**config.mk**
```make
export PLATFORM = sky130hd
export DESIGN_NAME = idct4_pipe
export DESIGN_NICKNAME = d
export VERILOG_FILES = /design/src/rtl/idct4_pipe.sv
export SDC_FILE = /design/constraint.sdc
export NUM_CORES = 1
export LEC_CHECK = 0
export CAP_MARGIN = 25
export CORE_ASPECT_RATIO = 1.1
export CORE_UTILIZATION = 27
export CTS_CLUSTER_SIZE = 30
export DETAILED_ROUTE_END_ITERATION = 8
export PLACE_DENSITY = 0.49
export SLEW_MARGIN = 25
export SYNTH_ARGS = -nofsm -noshare
export SYNTH_HDL_FRONTEND = slang
export SYNTH_SLANG_ARGS = --single-unit
```
**constraint.sdc**
```tcl
create_clock -name clk -period 9.6 [get_ports clk]
set_clock_uncertainty 0.15 [all_clocks]
set_input_delay 0.96 -clock clk [delete_from_list [all_inputs] [get_ports clk]]
set_output_delay 0.96 -clock clk [all_outputs]
set_load 0.03 [all_outputs]
```
**src/rtl/idct4_pipe.sv**
```systemverilog
// Three-stage pipelined 4-point HEVC inverse DCT (kernel 64/83/36) with
// rounding shift, signed saturation and a single global valid/ready stall.
module idct4_pipe #(
  parameter int IN_W  = 16,
  parameter int OUT_W = 16,
  parameter int SHIFT = 7
) (
  input  logic                    clk,
  input  logic                    reset,
  input  logic                    in_valid,
  output logic                    in_ready,
  input  logic signed [IN_W-1:0]  s0,
  input  logic signed [IN_W-1:0]  s1,
  input  logic signed [IN_W-1:0]  s2,
  input  logic signed [IN_W-1:0]  s3,
  output logic                    out_valid,
  input  logic                    out_ready,
  output logic signed [OUT_W-1:0] y0,
  output logic signed [OUT_W-1:0] y1,
  output logic signed [OUT_W-1:0] y2,
  output logic signed [OUT_W-1:0] y3,
  output logic [3:0]              out_sat
);

  localparam int IW = IN_W + 10;
  typedef logic signed [IW-1:0] iw_t;

  localparam iw_t C64  = iw_t'(64);
  localparam iw_t C83  = iw_t'(83);
  localparam iw_t C36  = iw_t'(36);
  localparam iw_t RND  = iw_t'(64'sd1 <<< (SHIFT - 1));
  localparam iw_t OMAX = iw_t'((64'sd1 <<< (OUT_W - 1)) - 64'sd1);
  localparam iw_t OMIN = iw_t'(-(64'sd1 <<< (OUT_W - 1)));

  logic adv;
  logic v1, v2;
  iw_t  m64a, m64b, m83_1, m36_1, m83_3, m36_3;
  iw_t  e0, e1, o0, o1;
  iw_t  p0, p1, p2, p3;

  // Returns {clipped, value} for one lane after rounding shift.
  function automatic logic [OUT_W:0] sat_lane(input iw_t v);
    iw_t r;
    r = (v + RND) >>> SHIFT;
    if (r > OMAX)
      sat_lane = {1'b1, OUT_W'(OMAX)};
    else if (r < OMIN)
      sat_lane = {1'b1, OUT_W'(OMIN)};
    else
      sat_lane = {1'b0, OUT_W'(r)};
  endfunction

  assign adv      = ~out_valid | out_ready;
  assign in_ready = adv;

  always_ff @(posedge clk) begin
    if (reset) begin
      v1        <= 1'b0;
      v2        <= 1'b0;
      out_valid <= 1'b0;
    end else if (adv) begin
      v1        <= in_valid;
      v2        <= v1;
      out_valid <= v2;
    end
  end

  // Data registers only load behind a valid beat; bubbles leave them stale.
  always_ff @(posedge clk) begin
    if (adv && in_valid) begin
      m64a  <= iw_t'(s0) * C64;
      m64b  <= iw_t'(s2) * C64;
      m83_1 <= iw_t'(s1) * C83;
      m36_1 <= iw_t'(s1) * C36;
      m83_3 <= iw_t'(s3) * C83;
      m36_3 <= iw_t'(s3) * C36;
    end
  end

  always_comb begin
    e0 = m64a + m64b;
    e1 = m64a - m64b;
    o0 = m83_1 + m36_3;
    o1 = m36_1 - m83_3;
  end

  always_ff @(posedge clk) begin
    if (adv && v1) begin
      p0 <= e0 + o0;
      p1 <= e1 + o1;
      p2 <= e1 - o1;
      p3 <= e0 - o0;
    end
  end

  always_ff @(posedge clk) begin
    if (reset) begin
      y0      <= '0;
      y1      <= '0;
      y2      <= '0;
      y3      <= '0;
      out_sat <= '0;
    end else if (adv && v2) begin
      {out_sat[0], y0} <= sat_lane(p0);
      {out_sat[1], y1} <= sat_lane(p1);
      {out_sat[2], y2} <= sat_lane(p2);
      {out_sat[3], y3} <= sat_lane(p3);
    end
  end

endmodule

```
# Word level (Yosys, flattened, before mapping)
# Cells that the tools add are included.
[word_totals] ff_bits=307 out_inout_bits=70
[op_classes] add_sub_neg=12 n_mul=4 n_lt_le_gt_ge=8 mux=8 n_bitwise=2 n_reduce_logical=3
[ops] op="17-bit 2-to-1 mux" count=8
[ops] op="26-bit by 8-bit adder with 26-bit output, second input constant" count=4
[ops] op="19-bit by 16-bit > comparator with 1-bit output, second input constant" count=4
[ops] op="19-bit by 16-bit less-than comparator with 1-bit output, second input constant" count=4
[ops] op="23-bit by 26-bit adder with 26-bit output" count=2
[ops] op="23-bit by 26-bit subtractor with 26-bit output" count=2
[ops] op="16-bit by 8-bit multiplier with 24-bit output, second input constant" count=2
[ops] op="16-bit by 5-bit multiplier with 21-bit output, second input constant" count=2
[ops] op="26-bit adder" count=1
[ops] op="26-bit subtractor" count=1
[ops] op="22-bit by 22-bit adder with 23-bit output" count=1
[ops] op="22-bit by 22-bit subtractor with 23-bit output" count=1
[ops] op="1-bit logical AND" count=3
[ops] op="1-bit NOT" count=1
[ops] op="1-bit OR" count=1

# Depth between registers and ports, before layout
# Gate-level depths: netlist (run 1).
[depth] ltp_word=4 mapped_depth=23

# Least setup slack after synthesis (run 1)
# Ideal clock, no wire load.
[synth_path] kind="input-to-reg" start="in out_ready" end="reg m36_1[10] (enable)" setup_ns=0.493 arrival_ns=4.334 t_required_ns=8.957 path_slack_ns=4.623 cell_stages=3 cell_sequence="nand2b_1 > clkbuf_1 > and2_1"
[synth_between] elab_chain_cells=2
[synth_rtl] element="start: declaration" line="17" rtl="input logic out_ready,"
[synth_rtl] element="1-bit OR" line="53" rtl="assign adv = ~out_valid | out_ready;"
[synth_rtl] element="named net in_ready" line="11" rtl="output logic in_ready,"
[synth_rtl] element="1-bit logical AND" line="70" rtl="if (adv && in_valid) begin"
[synth_rtl] element="end signal: assignment" line="74" rtl="m36_1 <= iw_t'(s1) * C36;"
[synth_rtl] element="end: declaration" line="37" rtl="iw_t m64a, m64b, m83_1, m36_1, m83_3, m36_3;"
# The timed path passes the listed nets, and every way through them passes these cells.
# A chain may end at the register's enable or synchronous reset.

==> summary.md, run 1 <==
| Metric | Value |
|---|---|
| Num CTS Buffers | `30` |
| Worst Path Buf+Inv | `1` |
| Largest net degree at the start of global routing | `85` |
| Chip width | `279 um` |
| # clock sinks | `271` |
| CTS root buffer | `clkbuf_16` |
| Max VDD drop | `224 uV` |
| Measured slew at the worst slew-check pin | `0.901 ns` |
| CP startpoint | `m83_3[0]$_DFFE_PP_` |
| Sequential element share of the synthesized area | `0.326` |
| Share of layout cells above drive strength 1 | `0.0301` |
| Endpoints failing hold | `0` |
| Final Slew Violations | `0` |
| Rel. slew slack | `0.397` |
| Most common cell in the netlist | `ha_1` |
| Hold Crit Class | `reg2reg` |
| Top delay family on crit path | `compound AO/OA/AOI/OAI gates` |
| Top cells by area, synth | `edfxtp_1, ha_1, dfxtp_1` |
| Dpl ws | `3.96 ns` |
| Crit path top cell by count | `a21oi_1` |
| Reg-to-reg startpoint | `m83_3[0]$_DFFE_PP_` |
| Post-CTS setup buffers | `0` |
| Initial core utilization | `0.273` |
| R2r setup slk | `4.22 ns` |
| PwrDens | `353 nW/um^2` |
| Final setup violation count | `0` |
| Largest area contributor in the netlist | `edfxtp_1` |
| Die Y | `307 um` |
| R2R Path End | `p3[25]$_DFFE_PP_` |
| Stages on worst setup path | `21` |
| Nets | `2996` |
| Setup WS post-layout | `4.22 ns` |
| Unrepaired setup endpoints after global routing | `no` |
| Worst setup SP type | `flop` |
| Post-synth EDFFs | `200` |
| Routability cong. | `0.905` |
| Vias in the first global route | `17271` |
| Hold Slack | `0.333 ns` |
| CTS tree | `done` |
| Row count | `111` |
| GRT overflow | `0` |
| DRC | `0` |
| Total number of vias | `17171` |
| Area growth, synth to finish | `15.8%` |
| Slowest cell on the critical path | `edfxtp_1` |
| Leak | `11.2 nW` |
| H-tree depth | `1` |
| DIE AREA | `85600 um^2` |
| Final HPWL DP | `50.4 mm` |
| Status | `completed` |
| Synth cell types | `75` |
| Cts hold-fix bufs | `0` |
| DR WL/cell | `16.3 um` |
| Yosys top cell area share | `0.263` |
| Setup TNS | `0 ns` |
| Post-synth ARST share | `0` |
| Total GRT Usage | `0.139` |
| Num ports | `138` |
| CORE AREA | `83500 um^2` |
| Clock buffer depth | `3` |
| Gate Count Post-Synth | `2420` |
| Clock slew at reported path FFs | `0.06 ns` |
| Diodes inserted | `0` |
| Max-cap violation count | `0` |
| Initial antenna violation count | `9` |
| Synthesized area | `22800 um^2` |
| Commonest cells in the netlist | `ha_1, inv_1, nor2_1` |
| Part of the cycle the worst path needs | `0.561` |
| Drt total wl | `60.1 mm` |
| 1st-iter DRT viols | `751` |
| Critical path fanouts, max | `6` |
| Min Tclk post-route | `5.38 ns` |
| I/O Buffers | `137` |
| Resize count post-CTS | `0` |
| First-pass GRT wire length | `94.8 mm` |
| Power Total | `9.33 mW` |
| Max Fclk | `186 MHz` |
| YS warnings | `0` |
| Crit Path Category | `reg2reg` |
| Crit-path cells | `ha_1, fa_1, a21o_1, a21oi_1, o21bai_1, a211oi_1, o21ai_0, a21o_1, a21oi_1, xnor2_1, ha_1, inv_1, a21oi_1, o21bai_1, a21oi_1, nor2_1, a2111oi_2, o21ai_1, a31oi_1, o21bai_1, xnor2_1` |
| Max incr delay on CP | `0.48 ns` |
| Post-Layout Cell Count | `3688` |
| # placed instances | `3632` |
| Critical Path End | `p3[25]$_DFFE_PP_` |
| Top_reg_cell synth | `edfxtp_1` |
| CP required | `9.76 ns` |
| Avg Cell Area, Syn | `9.43 um^2` |
| Reg2Reg Depth | `21` |
| First-pass DRT Iterations | `5` |
| Antenna Violating Nets Remaining | `0` |
| Vias per inst | `4.66` |
| Clock latency at the later pin of the worst-skew pair | `0.58 ns` |
| CP arrival | `5.55 ns` |
| Setup crit end kind | `flop` |
| Synth Net Count | `2881` |
| Seq cells post-synth | `271` |
[routing by layer]
metal / track usage / vias up / part of all wire
met1: 0.180 / 8126 / 0.46
met3: 0.0194 / 74 / 0.042
met5: 0 / - / 0.0012
met4: 0.0344 / 12 / 0.021
li1: - / 8673 / -
met2: 0.244 / 286 / 0.47
[cell families after synthesis]
kind of cell,after synthesis,synth area share
multiplexers,2,0.000878
XOR/XNOR,266,0.102
flip-flops,271,0.326
AO/OA/AOI/OAI,528,0.153
adder cells (fa/ha/maj),393,0.236
buffers and inverters,357,0.0589
AND/OR/NAND/NOR,603,0.123
[cell usage in the layout (no fill, tap or decap), types with 22 or more instances in the layout]
cell,synthesis,routed
ha_1,330,330
inv_1,299,299
nor2_1,244,244
edfxtp_1,200,200
xnor2_1,161,161
a21oi_1,145,145
clkdlybuf4s50_1,0,136
nand2_1,112,112
xor2_1,105,105
o21ai_0,84,84
dfxtp_1,71,71
fa_1,63,63
nand3_1,51,51
nor3_1,47,47
a21o_1,46,46
o22ai_1,44,44
o21bai_1,38,38
clkbuf_16,0,32
nand2b_1,29,29
nor2b_1,28,28
o211ai_1,27,27
a211oi_1,25,25
and3_1,22,22
a31oi_1,22,22
[power by group]
| part | switching, mW | leakage, nW | internal [mW] |
|---|---|---|---|
| clock | 0.468 | 0.469 | 0.682 |
| sequential | 0.230 | 2.50 | 1.94 |
| combinational | 3.62 | 8.19 | 2.39 |
| total | 4.32 | 11.2 | 5.01 |
[registers in the layout, indices dropped and copies added, names as in the netlist]
name	cells
v2	1
m64a	16
m36_1	20
y3	16
y0	16
m83_3	24
p1	20
p2	20
out_valid	1
out_sat	4
m36_3	20
y1	16
y2	16
p0	20
m64b	16
v1	1
p3	20
m83_1	24
[per-stage QoR]
stage,utilization,area [um^2]
2_1_floorplan,-,22800
3_3_place_gp,0.304,25400
3_5_place_dp,0.304,25400
4_1_cts,0.316,26400
5_1_grt,0.316,26400
6_report,0.316,26400
[cell type report]
| type | instances | area [um^2] |
|---|---|---|
| repair buffers | 141 | 1410 |
| clock inverters | 9 | 100 |
| clock buffers | 46 | 883 |
| well taps | 1130 | 1410 |
| inverters | 299 | 1120 |
| fillers | 8597 | 57100 |
| flip-flops and latches | 271 | 7430 |
| multi-input cells | 1792 | 14000 |
[worst register-to-register path: cells and delay by family (launching register included)]
family	cells	cell delay, ns
buffers and inverters	1	0.11
and+or+nand+nor	1	0.08
xor gates and xnor gates	2	0.25
AOI/OAI and AO/OA	14	2.96
DFF	1	0.48
adders and majority gates	3	1.09
[worst min-delay path by stage]
| stage | cells after the start | slack (ns) | from | to |
|---|---|---|---|---|
| after floorplan | 2 | 0.30 | v1$_SDFFE_PP0N_ | v1$_SDFFE_PP0N_ |
| after global placement | 2 | 0.33 | y3[5]$_SDFFE_PP0P_ | y3[5]$_SDFFE_PP0P_ |
| after detailed placement | 2 | 0.32 | y3[7]$_SDFFE_PP0P_ | y3[7]$_SDFFE_PP0P_ |
| after CTS | 2 | 0.34 | y3[7]$_SDFFE_PP0P_ | y3[7]$_SDFFE_PP0P_ |
| after global routing | 2 | 0.36 | y3[7]$_SDFFE_PP0P_ | y3[7]$_SDFFE_PP0P_ |
| final | 2 | 0.33 | y3[7]$_SDFFE_PP0P_ | y3[7]$_SDFFE_PP0P_ |
No activity file was read; power rests on OpenSTA's default activity.
==> inputs of run 2 (changes only) <==
Settings changed: PLACE_DENSITY 0.49 to 0.51.
Clock period 9.6 ns to 4.85 ns, I/O delays scaled along.
==> run 2 against run 1 <==
Against the previous run: non-clock buffer count grew 134; critical path depth did not move; sequential share of layout area shrank 1.4 points; hold slack worse by 0.016 ns; sequential power is 100% higher; largest power group unchanged; first-iteration DRC count is 14% higher; die area unchanged; core utilization rose by 1.7 points; maximum frequency is 18% higher; combinational power up 120%; flip-flop and latch count stayed put.
==> summary.md, run 2 (same netlist as run 1, synthesis figures left out) <==
| Metric | Value |
|---|---|
| Max incr delay on CP | `0.34 ns` |
| Fin area | `27800 um^2` |
| Worst setup SP type | `flop` |
| Max VDD drop | `382 uV` |
| HP Start | `y3[0]$_SDFFE_PP0P_` |
| Endpoints failing hold | `0` |
| R2R Path End | `p1[24]$_DFFE_PP_` |
| Diodes inserted | `0` |
| Setup crit end kind | `flop` |
| Largest net degree at the start of global routing | `99` |
| Crit path top cell by count | `a21o_1` |
| Top delay family on crit path | `compound AO/OA/AOI/OAI gates` |
| Nets | `3135` |
| Measured slew at the worst slew-check pin | `0.992 ns` |
| Fill count | `8602` |
| Hold Path Sink | `y3[0]$_SDFFE_PP0P_` |
| Total number of vias | `17284` |
| Final setup violation count | `0` |
| Leak | `11.9 nW` |
| Chip width | `279 um` |
| Commonest cells after routing, fill and taps aside | `ha_1, inv_1, nor2_1, edfxtp_1, xnor2_1` |
| Antenna Violating Nets Remaining | `0` |
| R2r setup slk | `0.27 ns` |
| Placed Area | `26400 um^2` |
| Reg2Reg Depth | `21` |
| Critical path fanouts, max | `6` |
| DRC | `0` |
| Rel. slew slack | `0.337` |
| CP arrival | `4.72 ns` |
| First-pass GRT wire length | `93.0 mm` |
| Share of layout cells above drive strength 1 | `0.0963` |
| Most common cell after layout, fill and taps aside | `ha_1` |
| Drt total wl | `59.6 mm` |
| Initial antenna violation count | `9` |
| Status | `completed` |
| Final Slew Violations | `0` |
| DIE AREA | `85600 um^2` |
| 1st-iter DRT viols | `856` |
| I/O Buffers | `137` |
| Clock slew at reported path FFs | `0.06 ns` |
| PwrDens | `723 nW/um^2` |
| Largest registers | `m83_1 (24), m83_3 (24)` |
| Die Y | `307 um` |
| Initial core utilization | `0.273` |
| Unrepaired setup endpoints after global routing | `yes` |
| Power Total | `20.1 mW` |
| Crit-path cells | `buf_4, inv_1, ha_1, a21o_1, a21oi_1, o21ai_1, a21o_1, a21o_1, a21o_1, a21o_1, a21o_1, a21o_1, xor2_2, ha_4, nor2_2, a211oi_1, a221o_1, a211o_1, a31oi_2, o21bai_1, xor2_1` |
| Reg-to-reg startpoint | `m83_3[0]$_DFFE_PP_` |
| CTS root buffer | `clkbuf_16` |
| Num ports | `138` |
| Routability cong. | `0.873` |
| DR WL/cell | `15.6 um` |
| Vias in the first global route | `17007` |
| Crit Path Category | `reg2reg` |
| Min Tclk post-route | `4.58 ns` |
| # clock sinks | `271` |
| Max-cap violation count | `0` |
| Clock buffer depth | `3` |
| Area growth, synth to finish | `21.8%` |
| Worst Path Buf+Inv | `2` |
| Max Fclk | `218 MHz` |
| Total GRT Usage | `0.138` |
| CTS tree | `done` |
| Hold Crit Class | `reg2reg` |
| Vias per inst | `4.51` |
| Num CTS Buffers | `35` |
| Clock latency at the later pin of the worst-skew pair | `0.55 ns` |
| Slowest cell on the critical path | `edfxtp_1` |
| CORE AREA | `83500 um^2` |
| Part of the cycle the worst path needs | `0.944` |
| First-pass DRT Iterations | `5` |
| Final HPWL DP | `50.2 mm` |
| CP required | `4.99 ns` |
| H-tree depth | `2` |
| Worst hold stages | `2` |
| GRT overflow | `0` |
| Row count | `111` |
| Cts hold-fix bufs | `0` |
==> run 2: changes by cell type in the layout (fill, tap and decap cells not counted), moves of 5 or more <==
cell,change
a21oi_2,+7
buf_4,+134
o21ai_0,-6
clkbuf_1,-7
xor2_2,+5
a21oi_1,-7
ha_1,-8
xor2_1,-5
ha_2,+6
==> run 2: timing repair <==
item | 4_1_cts | 5_1_grt
buffers inserted | 0 | 3
gates resized for setup | 0 | 46
setup endpoints to repair | 0 | 31
==> run 2: power breakdown <==
group	internal, mW	switching, mW	leakage (nW)	total (mW)
clock	1.55	1.02	0.557	2.58
combinational	5.88	7.31	8.87	13.2
sequential	3.85	0.491	2.50	4.34
==> run 2: cell type report <==
class	count	area (um^2)	share of cell area
repair buffers	275	2430	0.0873
clock inverters	20	200	0.00720
inverters	299	1120	0.0404
well taps	1130	1410	0.0509
clock buffers	42	943	0.0339
flip-flops and latches	271	7430	0.267
multi-input cells	1792	14300	0.513
==> run 2: stage by stage <==
step | hold slack (ns) | util | TNS, ns | instances | worst slack, ns
2_1_floorplan | 0.302 | - | 0 | 2420 | 0.0886
3_3_place_gp | 0.303 | 0.316 | -0.0168 | 3763 | -0.00931
3_5_place_dp | 0.312 | 0.316 | -0.00800 | 3763 | -0.00765
4_1_cts | 0.311 | 0.330 | 0 | 3825 | 0.0195
5_1_grt | 0.327 | 0.333 | -0.0901 | 3829 | -0.0361
6_report | 0.318 | 0.333 | 0 | 3829 | 0.271
==> run 2: worst reg2reg max path: cells and delay by family (launching register included) <==
kind | cells | cell delay [ns]
adder cells (fa/ha/maj) | 2 | 0.45
XOR/XNOR | 2 | 0.37
AO/OA/AOI/OAI | 14 | 2.69
AND/OR/NAND/NOR | 1 | 0.12
flip-flops | 1 | 0.34
buffers and inverters | 2 | 0.20
==> run 2: layer usage <==
layer	wire (um)	global-route usage
met1	28100	0.181
met2	28100	0.238
met3	2280	0.0200
met4	1060	0.0308
met5	52	0
==> run 2: worst max-delay path by stage <==
stage / startpoint / cells past startpoint / to / slack [ns]
2_1_floorplan: m83_3[0]$_DFFE_PP_ / 22 / p3[25]$_DFFE_PP_ / 0.09
3_3_place_gp: s3[5] / 16 / m83_3[24]$_DFFE_PP_ / -0.009
3_5_place_dp: s3[5] / 16 / m83_3[24]$_DFFE_PP_ / -0.008
4_1_cts: m83_1[2]$_DFFE_PP_ / 22 / p3[23]$_DFFE_PP_ / 0.02
5_1_grt: m83_1[3]$_DFFE_PP_ / 20 / p3[24]$_DFFE_PP_ / -0.04
6_report: m83_3[0]$_DFFE_PP_ / 21 / p1[24]$_DFFE_PP_ / 0.27
==> inputs of run 3 (changes only) <==
Settings changed: DONT_BUFFER_PORTS set to 1, PLACE_DENSITY 0.51 to 0.49, SKIP_CTS_REPAIR_TIMING set to 1.
==> run 3 against run 2 <==
Against the previous run: clock power fell by 8.1%; clock-buffer cell count rose by 2; sequential power rose by 2%; via count barely moved; combinational power barely moved; sequential share of layout area rose by 1.5 points; hold slack got worse by 0.30 ns; maximum frequency fell by 1.3%; register-to-register slack got worse by 0.06 ns; routed wire length rose by 3.6%; flip-flop and latch count did not move; highest routed layer unchanged.
==> summary.md, run 3 (same netlist as run 1, synthesis figures left out) <==
| Metric | Value |
|---|---|
| GRT overflow | `0` |
| Status | `completed` |
| Clock latency at the later pin of the worst-skew pair | `0.58 ns` |
| Total number of vias | `17274` |
| # clock sinks | `271` |
| Rel. slew slack | `0.349` |
| Clock slew at reported path FFs | `0.07 ns` |
| Largest net degree at the start of global routing | `82` |
| PwrDens | `754 nW/um^2` |
| Crit-path cells | `ha_1, nand2b_1, a21oi_1, o21ai_0, a211oi_1, o211ai_1, nand3_1, a31oi_1, o21bai_1, a21oi_1, xor2_1, buf_4, ha_1, nor2_1, nor2_1, o31ai_1, a31oi_1, buf_4, xor2_1` |
| Commonest cells after routing, fill and taps aside | `ha_1, inv_1, nor2_1, edfxtp_1, xnor2_1` |
| Row count | `111` |
| Endpoints failing hold | `0` |
| Drt total wl | `61.7 mm` |
| Reg-to-reg startpoint | `m64a[7]$_DFFE_PP_` |
| Hold Slack | `0.0212 ns` |
| Slowest cell on the critical path | `o211ai_1` |
| Routability cong. | `0.889` |
| DRC | `0` |
| I/O Buffers | `0` |
| Die Y | `307 um` |
| DIE AREA | `85600 um^2` |
| Most common cell after layout, fill and taps aside | `ha_1` |
| Vias per inst | `4.70` |
| Reg2Reg Depth | `19` |
| R2R Path End | `p3[24]$_DFFE_PP_` |
| CORE AREA | `83500 um^2` |
| Share of layout cells above drive strength 1 | `0.0809` |
| 1st-iter DRT viols | `841` |
| Final setup violation count | `0` |
| Worst setup SP type | `flop` |
| Num ports | `138` |
| Final HPWL DP | `51.1 mm` |
| Max Fclk | `216 MHz` |
| HP Start | `s1[15]` |
| Nets | `2982` |
| Final Slew Violations | `0` |
| First-pass DRT Iterations | `7` |
| CP required | `5.03 ns` |
| CP arrival | `4.82 ns` |
| Unrepaired setup endpoints after global routing | `yes` |
| Measured slew at the worst slew-check pin | `0.973 ns` |
| Min Tclk post-route | `4.64 ns` |
| CP startpoint | `m64a[7]$_DFFE_PP_` |
| Initial core utilization | `0.273` |
| Largest registers | `m83_1 (24), m83_3 (24)` |
| Num CTS Buffers | `31` |
| Area growth, synth to finish | `15.5%` |
| Leak | `11.3 nW` |
| DR WL/cell | `16.8 um` |
| Chip width | `279 um` |
| Max-cap violation count | `0` |
| First-pass GRT wire length | `95.3 mm` |
| Fin util | `0.316` |
| Initial antenna violation count | `10` |
| Crit Path Category | `reg2reg` |
| Antenna Violating Nets Remaining | `0` |
| R2r setup slk | `0.21 ns` |
| Worst hold stages | `1` |
| Hold Path Sink | `m83_1[24]$_DFFE_PP_` |
| CTS root buffer | `clkbuf_16` |
| CTS tree | `done` |
| Max incr delay on CP | `0.49 ns` |
| Vias in the first global route | `17009` |
| Part of the cycle the worst path needs | `0.957` |
| Setup crit end kind | `flop` |
| Max VDD drop | `527 uV` |
| Critical path fanouts, max | `9` |
| Total GRT Usage | `0.141` |
| Clock buffer depth | `3` |
| Hold Crit Class | `in2reg` |
| H-tree depth | `1` |
-- run 3: changes by cell type in the layout (fill, tap and decap cells not counted), sizes merged, moves of 2 or more --
cell | previous run | this run
buf | 139 | 84
clkbuf | 42 | 44
clkdlybuf4s50 | 136 | 0
clkinv | 13 | 10
clkinvlp | 2 | 0
dlygate4sd3 | 0 | 42
-- run 3: power breakdown --
part / switching (mW) / internal, mW / leakage [nW]
sequential: 0.574 / 3.85 / 2.50
clock: 0.966 / 1.40 / 0.508
combinational: 7.39 / 5.68 / 8.29
-- run 3: worst max path at each step --
stage                        to  slack, ns  depth (start not counted)
3_3_place_gp   p0[25]$_DFFE_PP_      -0.01                         20
5_1_grt        p1[25]$_DFFE_PP_      -0.03                         21
4_1_cts        p0[25]$_DFFE_PP_      -0.14                         20
3_5_place_dp   p0[25]$_DFFE_PP_      -0.08                         20
2_1_floorplan  p3[25]$_DFFE_PP_       0.09                         22
6_report       p3[24]$_DFFE_PP_       0.21                         19
-- run 3: area by class of cell --
class	instances	area, um^2
clock inverters	13	116
diodes	1	2.50
multi-input cells	1792	14200
repair buffers	126	1100
fillers	8593	57100
well taps	1130	1410
flip-flops and latches	271	7430
clock buffers	44	910
inverters	299	1120
-- run 3: per-layer routing --
metal,track usage,up-vias,wire [um]
met5,0,-,124
met4,0.0318,18,1470
met3,0.0270,91,3160
met2,0.245,309,29000
met1,0.179,8207,28000
li1,-,8649,-
-- run 3: per-stage QoR --
| stage | TNS [ns] | worst slack (ns) | total power [mW] | cell area (um^2) | instances |
|---|---|---|---|---|---|
| 6_report | 0 | 0.210 | 19.9 | 26300 | 3676 |
| 4_1_cts | -0.297 | -0.139 | 19.6 | 25600 | 3625 |
| 3_5_place_dp | -0.119 | -0.0832 | 17.2 | 24600 | 3568 |
| 5_1_grt | -0.0883 | -0.0265 | 21.5 | 26300 | 3676 |
| 2_1_floorplan | 0 | 0.0886 | 13.0 | 22800 | 2420 |
| 3_3_place_gp | -0.0114 | -0.0114 | 17.0 | 24600 | 3568 |
-- run 3: critical path: cells and delay by family, from the launching register on --
family,cells,cell delay [ns]
AND/OR/NAND/NOR,4,0.54
AO/OA/AOI/OAI,9,1.87
adder cells (fa/ha/maj),2,0.68
XOR/XNOR,2,0.34
buffers and inverters,2,0.33
flip-flops,1,0.47
